[src/rtl/m_mux_arbiter.sv]
// m_mux_arbiter: gathers up to 2**DEMUX valid/data request channels into one
// registered valid/ready output stream. A round-robin pointer picks the grant.
// out_sel carries the granted channel code so m_demux can route the response
// back to the same channel.
//
// state   | meaning
// --------+------------------------------------------------------------
// S_EMPTY | output register holds no word (out_valid=0)
// S_FULL  | output register holds a word waiting for out_ready

module m_mux_arbiter #(
  parameter int WORD  = 8,
  parameter int DEMUX = 2
) (
  input  logic                          clk,
  input  logic                          rst_n,
  input  logic [(2**DEMUX)-1:0]         in_valid,
  input  logic [(2**DEMUX)*WORD-1:0]    in_data,
  output logic [(2**DEMUX)-1:0]         in_ready,
  output logic                          out_valid,
  output logic [WORD-1:0]               out_data,
  output logic [DEMUX-1:0]              out_sel,
  input  logic                          out_ready
);

  localparam int NCH = 2**DEMUX;

  typedef enum logic {
    S_EMPTY = 1'b0,
    S_FULL  = 1'b1
  } state_t;

  state_t           state_q;
  state_t           state_d;
  logic [DEMUX-1:0] ptr_q;
  logic [DEMUX-1:0] gnt;
  logic [DEMUX-1:0] idx;
  logic             gnt_found;
  logic             load;

  assign out_valid = (state_q == S_FULL);

  // Round-robin search starting at ptr_q; the index wraps naturally in DEMUX bits.
  always_comb begin
    gnt_found = 1'b0;
    gnt       = ptr_q;
    idx       = ptr_q;
    for (int i = 0; i < NCH; i++) begin
      idx = ptr_q + DEMUX'(i);
      if (!gnt_found && in_valid[idx]) begin
        gnt_found = 1'b1;
        gnt       = idx;
      end
    end
  end

  // A word can enter when some channel requests and the output slot is free or draining.
  assign load = gnt_found && (!out_valid || out_ready);

  // One-hot accept strobe; forced low while reset is asserted.
  always_comb begin
    in_ready = '0;
    if (rst_n && load) begin
      in_ready[gnt] = 1'b1;
    end
  end

  // State register.
  always_ff @(posedge clk or negedge rst_n) begin
    if (!rst_n) begin
      state_q <= S_EMPTY;
    end else begin
      state_q <= state_d;
    end
  end

  // Next state: a load always fills; a drain without a load empties.
  always_comb begin
    state_d = state_q;
    case (state_q)
      S_EMPTY: begin
        if (load) state_d = S_FULL;
      end
      S_FULL: begin
        if (load)           state_d = S_FULL;
        else if (out_ready) state_d = S_EMPTY;
      end
      default: state_d = S_EMPTY;
    endcase
  end

  // Output word, channel code and round-robin pointer update only on a grant.
  always_ff @(posedge clk or negedge rst_n) begin
    if (!rst_n) begin
      out_data <= '0;
      out_sel  <= '0;
      ptr_q    <= '0;
    end else if (load) begin
      out_data <= in_data[int'(gnt)*WORD +: WORD];
      out_sel  <= gnt;
      ptr_q    <= gnt + DEMUX'(1);
    end
  end

endmodule

[config.mk]
export PLATFORM = sky130hd
export DESIGN_NAME = m_mux_arbiter
export DESIGN_NICKNAME = d
export VERILOG_FILES = /design/src/rtl/m_mux_arbiter.sv
export SDC_FILE = /design/constraint.sdc
export NUM_CORES = 1
export LEC_CHECK = 0
export BUFFER_PORTS_ARGS = -buffer_cell sky130_fd_sc_hd__buf_2
export CORE_MARGIN = 8
export CORE_UTILIZATION = 43
export DETAILED_ROUTE_END_ITERATION = 7
export GPL_TIMING_DRIVEN = 0
export PLACE_DENSITY = 0.78
export SETUP_SLACK_MARGIN = 0.4
export SYNTH_ARGS = -nofsm -noshare
export SYNTH_HDL_FRONTEND = slang
export SYNTH_SLANG_ARGS = --single-unit
[constraint.sdc]
create_clock -name clk -period 2.6 [get_ports clk]
set_input_delay 0.39 -clock clk [delete_from_list [all_inputs] [get_ports clk]]
set_output_delay 0.39 -clock clk [all_outputs]
set_load 0.02 [all_outputs]
==> results of run 1 <==
routing by layer:
metal  GRT usage  wire length [µm]  vias to the layer above  share of wire
li1            -                 -                      487              -
met1      0.1769              1207                      489           0.41
met2      0.2471              1554                       38           0.52
met3     0.05300               186                        8          0.062
met4     0.03621                32                        0          0.011
met5           0                 0                        -              0
worst register-to-register path, stage by stage, from the launching register on:
cell and delay [ns]:
sky130_fd_sc_hd__dfrtp_1 0.37, sky130_fd_sc_hd__and2b_1 0.22, sky130_fd_sc_hd__a2111o_1 0.40, sky130_fd_sc_hd__buf_6 0.15
sky130_fd_sc_hd__nand2_8 0.07, sky130_fd_sc_hd__buf_4 0.17, sky130_fd_sc_hd__mux2_2 0.35, sky130_fd_sc_hd__a221o_1 0.29
final cells by class:
class                           count  share of cell area
Timing Repair Buffer               57              0.2224
Clock buffer                        4             0.01930
Inverter                            1            0.002757
Tap cell                           28             0.02574
Multi-Input combinational cell     75              0.4632
Sequential cell                    13              0.2390
Buffer                              4             0.02757
cells in the final DEF (no fill, tap or decap), types with 3 or more instances in the layout:
cell                       Yosys  final
sky130_fd_sc_hd__clkbuf_4      0      3
sky130_fd_sc_hd__dfrtp_1      13     13
sky130_fd_sc_hd__nand3_1       9      8
sky130_fd_sc_hd__a221o_1       8      8
sky130_fd_sc_hd__buf_6         2      3
sky130_fd_sc_hd__buf_2         0     50
sky130_fd_sc_hd__o21ai_0      10     10
sky130_fd_sc_hd__nand2_1       3      3
sky130_fd_sc_hd__a21oi_1       9      9
sky130_fd_sc_hd__buf_4         1      7
sky130_fd_sc_hd__mux2_4        7      7
flip-flops by register name (all words and copies together) (netlist names):
| name | flops |
|---|---|
| out_data | 8 |
| out_valid | 1 |
| ptr_q | 2 |
| out_sel | 2 |
logic make-up (layout without fill, tap and decap cells):
| family | count (synthesis) | count (layout) | synth area share |
|---|---|---|---|
| AOI/OAI and AO/OA | 38 | 38 | 0.3045 |
| xor gates and xnor gates | 1 | 1 | 0.009034 |
| buffers and inverters | 5 | 66 | 0.03870 |
| DFF | 13 | 13 | 0.3355 |
| muxes | 8 | 8 | 0.1200 |
| and+or+nand+nor | 28 | 28 | 0.1923 |
metrics by stage:
step	worst slack (ns)	power (mW)
2_1_floorplan	0.4575	0.7864
3_3_place_gp	0.3198	0.9565
3_5_place_dp	0.3490	0.9717
4_1_cts	0.4038	1.113
5_1_grt	0.3885	1.241
6_report	0.4691	1.162
power by group:
group	internal [mW]	switching, mW
Clock	0.0595	0.0733
Sequential	0.279	0.0429
Combinational	0.318	0.389
path summary, 6_finish.rpt:
path | start | endpoint | slack (ns) | cells past startpoint
setup / recovery | ptr_q[0]$_DFFE_PN0P_ | out_data[2]$_DFFE_PN0P_ | 0.47 | 7
hold / removal | rst_n | out_valid$_DFF_PN0_ | -0.01 | 1
setup reg to reg | ptr_q[0]$_DFFE_PN0P_ | out_data[2]$_DFFE_PN0P_ | 0.47 | 7
hold reg to reg | out_sel[0]$_DFFE_PN0P_ | out_sel[0]$_DFFE_PN0P_ | 0.49 | 1
max in group asynchronous | rst_n | out_data[3]$_DFFE_PN0P_ | 2.37 | 1
min in group clk | in_valid[3] | out_valid$_DFF_PN0_ | 0.39 | 3
timing repair:
action	in CTS	in global routing
setup endpoints to repair	3	4
pin swaps	1	5
buffers inserted	1	4
hold buffers	0	0
gates resized for setup	1	8
==> results.txt, run 1 <==
- The number of buffers and inverters on the critical path is 2.
* Slowest-stage cell, CP: sky130_fd_sc_hd__a2111o_1
* Number of antenna repair diodes: 0
- The share of synthesized area in the top cell type comes to 0.3355.
* Cell-by-cell trace of the critical path: and2b_1, a2111o_1, buf_6, nand2_8, buf_4, mux2_2, a221o_1
- Die height: ~63 µm
* Number of clock sinks: 13
- For this run, asynchronously set or reset flops after synthesis account for 1.000.
- Total gr overflow: 0
* Worst setup SP type: flop
* Iter 0 DRT Violations: 24
- The count of buffers added on input and output ports is between 50 and 60.
* Footprint of the multi-input gates: 630.6 µm²
* Initial Utilization: 0.4469
* Number of fill cells: 208
- After routing, the total negative slack on setup checks comes to 0 ns.
- Setup repair after global routing left no endpoint under its margin.
- Of the synthesized area, sequential elements account for 0.3355.
- sky130_fd_sc_hd__dfrtp_1 is the most common cell in the netlist.
* Data required time of the worst path: 2.77 ns
- In this run the tightest slew margin relative to its limit is 0.4874.
- The floorplan step set the die width to 63.49 µm.
- The cell area that synthesis handed to floorplanning was between 900 and 1000 µm².
* Run status: finished with violations
* Final Hold Slack: -0.01258 ns
* Area of the die: 4030 µm²
* Final Core Density: 0.6275
- Total Routing Usage GR: 0.1487
- After synthesis, the cell types taking the most area are sky130_fd_sc_hd__dfrtp_1, sky130_fd_sc_hd__mux2_4, sky130_fd_sc_hd__a221o_1.
- The pre-antenna-repair detailed-routing pass consisted of 4 iterations.
* Violations in the final reports: hold timing
- Cell count after synthesis: 93
* Worst IR drop on VDD: 0.0004649 V
* ANT nets after route: 0
- Among all flip-flop cells after synthesis, the most frequent one is sky130_fd_sc_hd__dfrtp_1.
- Mean routed wirelength per cell: roughly 16 µm
- For the worst-skew pair, the clock arrives at the later sink with an insertion delay of 0.28 ns.
- Total non-filler cell area in the finished layout: 1361 µm²
- Setup violations remaining at the end of the flow were counted as 0.
- Leakage: between 0.6 and 0.7 nW
- DRC violation count after routing: 0
- For this run, the top clock speed supported by timing is 0.4693 GHz.
- In the finished design, the share of the clock period the worst path needs comes to 0.8196.
* Total power divided by cell area: 853.5 nW/µm²
- Sequential cell area: 325.3 µm²
- Final critical-path required period: 2.131 ns
- For the pin with the worst max-slew slack, the measured transition is 0.7606 ns.
- The via count of the first global-routing pass came to 1092.
* Global-route wire length before repair: 4981 µm
- Detailed routing inserted a total of 1022 vias.
* Buffer depth of the longest clock path: 2
- Excluding fillers, the count of instances in the completed layout stands at 182.
- Count of unique library cells instantiated by Yosys: 35
- The floorplan has 17 rows.
- Largest area contributor in the netlist: sky130_fd_sc_hd__dfrtp_1
- Type of element capturing the critical path: flop
- The number of antenna violations at the first check in global routing is 0.
- The tool flagged a number of max-cap violations equal to 0.
* Area delta synth->final: 40.39%
* Post-layout nets: 194
* HPWL Detailed: ~2200 µm
* Critical path class: reg -> reg
- CTS H-Tree Depth: 1
* Number of buffers added by the clock tree synthesis step: 3
- Worst-path fanout max: 6
- Clock Pin Slew Worst Setup and Hold Paths: about 0.09 ns
* CP top delay family: compound AO/OA/AOI/OAI gates
- Post-detailed-placement cell area: 1265 µm²
- Data arrives at the worst endpoint at 2.30 ns.
- EDFF count, synth: 0
* Placed Instances: 173
* Routability congestion estimate from global placement: 0.7382
- The number of hold-slack violations in the final timing report was 13.
- For this run, the number of Yosys warnings is 0.
* Flop and latch count out of synthesis: 13
- Pin placement for this block handled 54 I/O pins.
- In the synthesized netlist, the cells that appear most often are sky130_fd_sc_hd__dfrtp_1, sky130_fd_sc_hd__o21ai_0, sky130_fd_sc_hd__a21oi_1, sky130_fd_sc_hd__nand3_1, sky130_fd_sc_hd__a221o_1.
- Master cell of the clock root buffer: sky130_fd_sc_hd__clkbuf_4
* TritonCTS clock tree: yes
* Avg Vias per Cell: 5.615
- Clock skew on the completed layout was measured at 0.002511 ns.
- The largest single stage delay on the critical path is around 0.4 ns.
- Proportion of layout cells with a drive suffix above 1: 0.5519
- Synthesized area per cell: 10.43 µm²
- The floorplan step defined a core boundary enclosing 2170 µm².
- Maximum number of pins on one net before global-route repair: 15
- Final Routed Wirelength: between 2000 and 3000 µm
- Synthesized Nets: 132
* Class of the tightest hold or removal check: in -> async
* Count of pins over their slew limit: 0
No activity file was read; power rests on OpenSTA's default activity.
==> run 2, diff against run 1 <==
==> constraint.sdc (replaced) <==
create_clock -name clk -period 2 [get_ports clk]
set_input_delay 0.3 -clock clk [delete_from_list [all_inputs] [get_ports clk]]
set_output_delay 0.3 -clock clk [all_outputs]
set_load 0.02 [all_outputs]
==> results.txt, run 2 (same netlist as run 1, synthesis figures left out) <==
* Clock insertion delay at the later pin of the skew report: 0.29 ns
- Max Freq: 0.4998 GHz
* Post-layout nets: ~200
* Type of element capturing the critical path: primary output
- Counting the fill cells in the layout gives 180.
* Proportion of layout cells with a drive suffix above 1: 0.5776
- Core footprint: 2170 µm²
* Slowest-stage cell, CP: sky130_fd_sc_hd__dfrtp_1
- In this design, the largest share of critical-path delay is due to simple AND/OR/NAND/NOR gates.
- Delay of the slowest cell on the worst path: 0.38 ns
- Total Routing Usage GR: 0.1639
- In the final routed layout, each cell accounts on average for 16.51 µm.
- At the end of the flow the core is filled with cells to 0.6903.
* Max-capacitance violation count: 0
- Final-report setup violation count: 1
* Area delta synth->final: 54.45%
- Leakage: 0.7207 nW
- Number of global-route vias before repair: 1165
* Maximum number of pins on one net before global-route repair: 14
- Critical path class: reg -> out
- The routed design has 3120 µm of wire.
* Horiz. Die Dim: 63.49 µm
- Walking the worst path, the cells encountered are and2b_1, o21ai_4, nand2_8, nor3b_4, buf_6.
* Vias post-DR: 1052
- TritonCTS built the clock tree.
* HPWL Detailed: around 2300 µm
- In this run the worst path has a maximum fanout of 3.
* Routability congestion estimate from global placement: 0.7360
* Fin crit share: 1.000
- Count of buffering cells on the critical path with inverters included: 1
* CTS H-Tree Depth: 1
* Run status: finished with violations
- The floorplan step defined a die boundary enclosing 4030 µm².
* IO buf count: 52
- In the layout the commonest cells are sky130_fd_sc_hd__buf_2, sky130_fd_sc_hd__dfrtp_1, sky130_fd_sc_hd__buf_4, sky130_fd_sc_hd__o21ai_0, sky130_fd_sc_hd__a21oi_1.
- The tightest min-delay check is of the in -> reg type.
* Number of clock sinks: 13
- Buffer depth of the longest clock path: 2
* Worst slew slack as a fraction of its limit: 0.4298
- DRC violation count after routing: 0
- Row generation in the floorplan step produced 17 rows.
* Data arrival time of the critical path: 1.70 ns
- The checks that failed: setup timing.
- Counting the buffers created by CTS gives 3.
- STA puts the critical path data required time at 1.70 ns.
- Clock tree skew after final layout: 0.001846 ns
- Initial antenna violation count: 0
- The initial utilization of the core area, before any placement, comes to 0.4469.
* Slew @ Worst Pin: 0.8461 ns
* Worst IR drop on VDD: 0.0006632 V
- ANT nets after route: 0
- Total non-filler cell area in the finished layout: 1498 µm²
- Max FFs per register: 8
* Die height: 63.49 µm
* Master cell of the clock root buffer: sky130_fd_sc_hd__clkbuf_4
- Sum of negative setup slack: -0.0008391 ns
- After layout, the worst setup slack is -0.0008391 ns.
- Timing analysis after detailed placement gives a worst setup slack of -0.03319 ns.
- Final critical-path required period: 2.001 ns
- Top reg by flops: out_data
* Final hold vios: 0
- For this design the ratio of total power to cell area is 1122 nW/µm².
- Global-route wire length before repair: 5409 µm
* Iter 0 DRT Violations: 35
- Number of antenna repair diodes: 0
* Final Hold Slack: 0.2528 ns
* Clock Pin Slew Worst Setup and Hold Paths: 0.08 ns
* Avg Vias per Cell: 5.566
* IO Pins: 54
* Registers with the most flip-flops: out_data (8), out_sel (2), ptr_q (2)
- Post-detailed-placement cell area: 1310 µm²
- The number of pins with negative max-slew slack in the final report was 0.
- The library cell used most frequently in the layout, excluding fill and tap cells, is sky130_fd_sc_hd__buf_2.
- Worst setup SP type: flop
- Setup repair after global routing missed its margin: yes
- Total gr overflow: 0
* Length of the first detailed-routing pass in iterations: 4
-- run 2: final timing paths --
path,from,endpoint,slack (ns),cells after the start
max,ptr_q[0]$_DFFE_PN0P_,in_ready[0],-0.0008,5
min,in_valid[3],out_valid$_DFF_PN0_,0.25,3
max reg2reg,ptr_q[0]$_DFFE_PN0P_,out_data[4]$_DFFE_PN0P_,0.01,7
min reg2reg,out_sel[0]$_DFFE_PN0P_,out_sel[0]$_DFFE_PN0P_,0.48,1
max in group asynchronous,rst_n,out_sel[1]$_DFFE_PN0P_,1.07,2
min in group asynchronous,rst_n,out_valid$_DFF_PN0_,0.55,2
-- run 2: power breakdown --
| part | switching [mW] | total [mW] | internal (mW) |
|---|---|---|---|
| combinational | 0.571 | 1.09 | 0.514 |
| sequential | 0.0591 | 0.423 | 0.363 |
| clock | 0.0944 | 0.172 | 0.0777 |
| total | 0.725 | 1.68 | 0.956 |
-- run 2: what timing repair did --
item / 4_1_cts / 5_1_grt
gates cloned: 1 / 0
buffers inserted: 8 / 2
hold buffers: 1 / 0
hold endpoints to repair: 13 / 0
resized for setup: 11 / 2
endpoints found under the setup margin: 16 / 16
pin swaps: 5 / 3
-- run 2: final cells by class --
| type | count | area (µm²) | area share |
|---|---|---|---|
| multi-input cells | 76 | 685.7 | 0.4578 |
| repair buffers | 63 | 375.4 | 0.2506 |
| flip-flops and latches | 13 | 325.3 | 0.2172 |
| plain buffers | 4 | 46.29 | 0.03091 |
| well taps | 28 | 35.03 | 0.02339 |
| clock buffers | 4 | 26.28 | 0.01754 |
| inverters | 1 | 3.754 | 0.002506 |
-- run 2: layer usage --
layer  up-vias  global-route usage  share of wire
li1        503                   -              -
met1       486              0.1881           0.41
met2        56              0.2611           0.49
met3         7             0.06184          0.081
met4         0             0.07799          0.017
met5         -                   0              0
-- run 2: worst min-delay path, delay by kind of cell --
family                 cells  cell delay [ns]
AND/OR/NAND/NOR            2             0.10
buffers and inverters      1             0.10
-- run 2: per-stage QoR --
step	total power, mW	cells
after detailed placement	1.307	173
after global placement	1.283	173
after floorplan	1.059	93
after CTS	1.647	187
final	1.680	189
after global routing	1.793	189
